## config.mk

```make
export PLATFORM = sky130hd
export DESIGN_NAME = lane_prune_stream
export DESIGN_NICKNAME = d
export VERILOG_FILES = /design/src/rtl/lane_prune_stream.sv
export SDC_FILE = /design/constraint.sdc
export NUM_CORES = 1
export LEC_CHECK = 0
export CELL_PAD_IN_SITES_DETAIL_PLACEMENT = 0
export CELL_PAD_IN_SITES_GLOBAL_PLACEMENT = 1
export CORE_AREA = 2 2 160 178
export DETAILED_ROUTE_END_ITERATION = 12
export DIE_AREA = 0 0 162 180
export GPL_TIMING_DRIVEN = 0
export HOLD_SLACK_MARGIN = 0.02
export PLACE_DENSITY = 0.82
export SYNTH_ARGS = -nofsm -noshare
export SYNTH_HDL_FRONTEND = slang
export SYNTH_SLANG_ARGS = --single-unit
```

## constraint.sdc

```tcl
create_clock -name clk -period 9.05 [get_ports clk]
set_input_delay 0.905 -clock clk [delete_from_list [all_inputs] [get_ports clk]]
set_output_delay 0.905 -clock clk [all_outputs]
set_load 0.05 [all_outputs]
```

## src/rtl/lane_prune_stream.sv

```systemverilog
// NEAT genome delete-mutation stage: drops hidden nodes and connections,
// tracking deleted node IDs so dependent connections are pruned too.
module lane_prune_stream #(
    parameter  int GENE_SZ   = 64,
    parameter  int ATTR_SZ   = 8,
    parameter  int DEL_DEPTH = 16,
    parameter  int CNT_W     = 8,
    localparam int CW        = $clog2(DEL_DEPTH + 1)
) (
    input  logic               clk,
    input  logic               rst,
    input  logic               genome_start,
    input  logic [1:0]         state,
    input  logic               in_valid,
    output logic               in_ready,
    input  logic [GENE_SZ-1:0] gene_in,
    input  logic [ATTR_SZ-1:0] node_del_prob,
    input  logic [ATTR_SZ-1:0] conn_del_prob,
    input  logic [ATTR_SZ-1:0] random,
    output logic [GENE_SZ-1:0] gene_out,
    output logic               out_valid,
    input  logic               out_ready,
    output logic [CW-1:0]      del_node_cnt,
    output logic [CNT_W-1:0]   del_conn_cnt,
    output logic               list_full
);

    logic [ATTR_SZ-1:0] r_list [DEL_DEPTH];
    logic [CW-1:0]      r_node_cnt;
    logic [CNT_W-1:0]   r_conn_cnt;
    logic [GENE_SZ-1:0] r_out;
    logic               r_valid;

    logic [ATTR_SZ-1:0] w_src;
    logic [ATTR_SZ-1:0] w_dst;
    logic [1:0]         w_type;
    logic [CW-1:0]      w_base_cnt;
    logic [CNT_W-1:0]   w_base_conn;
    logic               w_full;
    logic               w_src_hit;
    logic               w_dst_hit;
    logic               w_acc;
    logic               w_node_del;
    logic               w_conn_del;
    logic               w_keep;
    logic               w_add;
    logic               w_cdel;

    assign w_src  = gene_in[6*ATTR_SZ-1:5*ATTR_SZ];
    assign w_dst  = gene_in[5*ATTR_SZ-1:4*ATTR_SZ];
    assign w_type = gene_in[7*ATTR_SZ-2:7*ATTR_SZ-3];

    assign in_ready = !r_valid || out_ready;
    assign w_acc    = in_valid && in_ready;

    // A coincident genome_start makes the current beat see an empty list.
    assign w_base_cnt  = genome_start ? '0 : r_node_cnt;
    assign w_base_conn = genome_start ? '0 : r_conn_cnt;
    assign w_full      = (w_base_cnt == CW'(DEL_DEPTH));

    always_comb begin
        w_src_hit = 1'b0;
        w_dst_hit = 1'b0;
        for (int i = 0; i < DEL_DEPTH; i++) begin
            if (CW'(i) < w_base_cnt) begin
                if (r_list[i] == w_src) w_src_hit = 1'b1;
                if (r_list[i] == w_dst) w_dst_hit = 1'b1;
            end
        end
    end

    assign w_node_del = (random > node_del_prob) && (w_type == 2'b00)
                        && !w_full;
    assign w_conn_del = w_src_hit || w_dst_hit
                        || (random > conn_del_prob);

    always_comb begin
        w_keep = 1'b0;
        unique case (state)
            2'b00:   w_keep = !w_node_del;
            2'b10:   w_keep = !w_conn_del;
            2'b01:   w_keep = 1'b1;
            default: w_keep = 1'b0;
        endcase
    end

    // Duplicates are still dropped but never occupy a second slot.
    assign w_add  = w_acc && (state == 2'b00) && w_node_del && !w_src_hit;
    assign w_cdel = w_acc && (state == 2'b10) && w_conn_del;

    always_ff @(posedge clk or posedge rst) begin
        if (rst) begin
            r_valid    <= 1'b0;
            r_out      <= '0;
            r_node_cnt <= '0;
            r_conn_cnt <= '0;
            for (int i = 0; i < DEL_DEPTH; i++) r_list[i] <= '0;
        end else begin
            if (in_ready) begin
                r_valid <= w_acc && w_keep;
                r_out   <= (w_acc && w_keep) ? gene_in : '0;
            end
            r_node_cnt <= w_add ? w_base_cnt + CW'(1) : w_base_cnt;
            for (int i = 0; i < DEL_DEPTH; i++) begin
                if (w_add && (w_base_cnt == CW'(i))) r_list[i] <= w_src;
            end
            if (w_cdel && !(&w_base_conn))
                r_conn_cnt <= w_base_conn + CNT_W'(1);
            else
                r_conn_cnt <= w_base_conn;
        end
    end

    assign gene_out     = r_out;
    assign out_valid    = r_valid;
    assign del_node_cnt = r_node_cnt;
    assign del_conn_cnt = r_conn_cnt;
    assign list_full    = (r_node_cnt == CW'(DEL_DEPTH));

endmodule
```

==> results.cfg <==
[setup_path]
cpPeakStageDelay_ps = 620
critPathLaunchType = input port
cpMostUsedCell = clkbuf_1
critPathKind = input port to flop
crit_slowest_cell = clkbuf_1
cp_top_family = buffers and inverters
crit_arrival_ps = 5180
crit_fanout = 10
critical_path.cell_chain = clkdlybuf4s50_1 -> clkbuf_1 -> clkbuf_1 -> nor2_1 -> inv_1 -> ha_1 -> clkbuf_1 -> a31oi_1 -> o31a_1 -> and3_1 -> buf_6 -> buf_12 -> o211ai_4 -> mux2_4
path_buf_inv = 7
critPathCaptureType = flop
cp.required_ps = 9460

[routing]
top_layer = met4
wl_met3_mm = 1.99
drt-initial-drc-count = 492
drc = 0
wl_met1_mm = 15.3
vias_per_cell = 5.51
finalWirelength_mm = 35.5
wl_met2_mm = 16.8
wl_per_cell_microns = 22.5
ant_nets = 0
dr.pass1.iters = 5
num_vias = 8712

[logic_synthesis]
synth_most_common_cell = xor2_1
syn_inst = 1016
synthAdderAreaFrac = 0.0210
synth_area_leaders = dfrtp_1 (43%), xor2_1 (18%), mux2_2 (11%)
ys_types = 51
yosys-top-cells-count = xor2_1 (241), dfrtp_1 (206), mux2_2 (114)
synth.avg_cell_area_sq_um = 11.7
yosys.area_share.simple = 0.102
synth_edf_count = 0
syn_nets = 1131
synth_mux_area_frac = 0.131
synth-seq-cells = 206
ys_warn_count = 0
yosysTopAreaCellShare = 0.433
synth_xor_area_frac = 0.193
syn_area_sq_um = 11900
synth_compound_area_frac = 0.0689
netlist.top_cell.by_area = dfrtp_1
synth_top_family_by_area = XOR/XNOR gates
synthFlopType = dfrtp_1
ys_seq_area_frac = 0.433
synth-async-reset-ratio = 1.00

[floorplan]
core-area_sq_um = 27400
fp.dieH_microns = 180
rows = 64
io_pins = 175
die_x_microns = 162
dieArea_sq_um = 29200
start_util = 0.435

[sta]
min_period_ps = 4770
max_freq_ghz = 0.210
hold_viol = 0
post-route-period-util = 0.527
rsz0062_at_grt = false
fin_skew_ps = 13.7
tightest_slew_ps = 1050
timing.slew.headroom = 0.297
whs_ps = 502
setup_viol = 0
slew_violations = 0

[power_and_ir_drop]
powerDensity_nw_per_um2 = 159
power.internal_uw = 1680
clkPwrFrac = 0.410
ir_drop_mv = 0.128
switching_power_uw = 672
power.leakage_uw = 0.00735
netSwitchingFraction = 0.286
comb_power_share = 0.175
pwr-share-seq = 0.415

[clocking]
clock_latency_ps = 530
h-tree-depth = 1
hold_buffers = 0
clock-sinks = 206
clk_pin_slew_worst_paths_ps = 60
numCtsBuffers = 24
post_cts_resized = 0
cts_tree = built
cts_root_buffer = clkbuf_16
cts_buffer_depth = 3
postCtsSetupBuffers = 0

[cells_and_area]
insertedDiodeCount = 0
areaGrowthSynthToFinish_pct = 24.0
final_net_count = 1316
fin_area_sq_um = 14800
drive_gt1_frac = 0.202

[place]
hpwl_mm = 24.3
numPortBuffers = 158
post_dp_cell_area_sq_um = 14000
routabilityCongestion = 0.919

[global_routing]
grt_pass1_wl_mm = 54.2
antenna_found_initial = 0
gr-usage-all-layers = 0.243
grt_overflow = 0
first_global_vias = 8978
grt_max_degree = 121

[status]
status = completed

[flow_run]
drv_cap = 0

[hold_path]
hp-class = flop to flop
-- flip-flops by register name, summed over array words and instances (netlist names) --
signal        flops
del_node_cnt      5
r_list          128
del_conn_cnt      8
out_valid         1
gene_out         64
-- worst reg2reg max path, delay by kind of cell (launching register included) --
kind                       cells  cell delay [ps]
and+or+nand+nor                3             1280
AOI/OAI and AO/OA              2              550
adders and majority gates      1              220
DFF                            1              560
muxes                          1              410
buffers and inverters          3              630
-- cells by family after synthesis --
kind of cell    after synthesis
flops                       206
compound gates              102
buf+inv                     103
simple gates                190
xor+xnor                    262
mux                         133
fa+ha+maj                    20
-- final timing paths --
path	start	endpoint	slack (ps)	depth (start not counted)
min in group asynchronous	rst	gene_out[14]$_DFFE_PP0N_	850	2
setup / recovery	genome_start	r_list[111]$_DFFE_PP0P_	4280	14
setup reg to reg	del_node_cnt[0]$_DFF_PP0_	r_list[119]$_DFFE_PP0P_	5280	10
hold / removal	gene_out[60]$_DFFE_PP0N_	gene_out[60]$_DFFE_PP0N_	500	1
max in group asynchronous	rst	r_list[102]$_DFFE_PP0P_	7170	3
hold reg to reg	gene_out[60]$_DFFE_PP0N_	gene_out[60]$_DFFE_PP0N_	500	1
-- power by group through the flow --
stage / combinational (uW) / clock [uW] / sequential, uW
after CTS: 414 / 985 / 976
after detailed placement: 412 / 0 / 992
after global placement: 406 / 0 / 991
after global routing: 436 / 1020 / 980
after floorplan: 168 / 0 / 1080
final: 412 / 965 / 976
-- per-layer routing --
metal	vias to the layer above	GRT usage
met2	283	0.395
met5	-	0
met4	0	0.0998
met3	81	0.0376
met1	4390	0.325
li1	3958	-
-- area by class of cell --
| class | count | area (sq um) |
|---|---|---|
| inverters | 24 | 97.6 |
| plain buffers | 79 | 520 |
| multi-input cells | 707 | 6140 |
| flip-flops and latches | 206 | 5150 |
| clock buffers | 34 | 708 |
| repair buffers | 159 | 1610 |
| well taps | 363 | 454 |
| fillers | 2445 | 12600 |
| clock inverters | 8 | 82.6 |
-- metrics by stage --
stage / TNS (ps) / power (uW) / instances / worst slack, ps / util
finish: 0 / 2350 / 1580 / 4280 / 0.539
floorplan: 0 / 1240 / 1016 / 2520 / -
CTS: 0 / 2370 / 1580 / 4300 / 0.539
global route: 0 / 2440 / 1580 / 4040 / 0.539
global placement: -74640 / 1400 / 1537 / -380 / 0.509
detailed placement: 0 / 1400 / 1538 / 3780 / 0.510
-- layout by cell type, fill, tap and decap left out, types with 4 or more instances in the layout --
| cell type | instances |
|---|---|
| a21o_1 | 4 |
| a21oi_1 | 12 |
| a22o_1 | 64 |
| and3_1 | 5 |
| buf_2 | 16 |
| buf_4 | 30 |
| buf_6 | 10 |
| clkbuf_1 | 25 |
| clkbuf_16 | 24 |
| clkbuf_8 | 7 |
| clkdlybuf4s50_1 | 158 |
| clkinv_2 | 5 |
| dfrtp_1 | 206 |
| ha_1 | 20 |
| inv_1 | 22 |
| mux2_2 | 114 |
| mux2_4 | 16 |
| nand2_1 | 10 |
| nand2b_1 | 4 |
| nand3_1 | 31 |
| nand3_4 | 4 |
| nand4_1 | 22 |
| nand4_2 | 5 |
| nand4b_1 | 4 |
| nor2_1 | 16 |
| nor2b_1 | 12 |
| nor3_1 | 6 |
| nor4_1 | 61 |
| o21ai_0 | 6 |
| xnor2_1 | 21 |
| xor2_1 | 241 |
(Power assumes the default switching activity.)
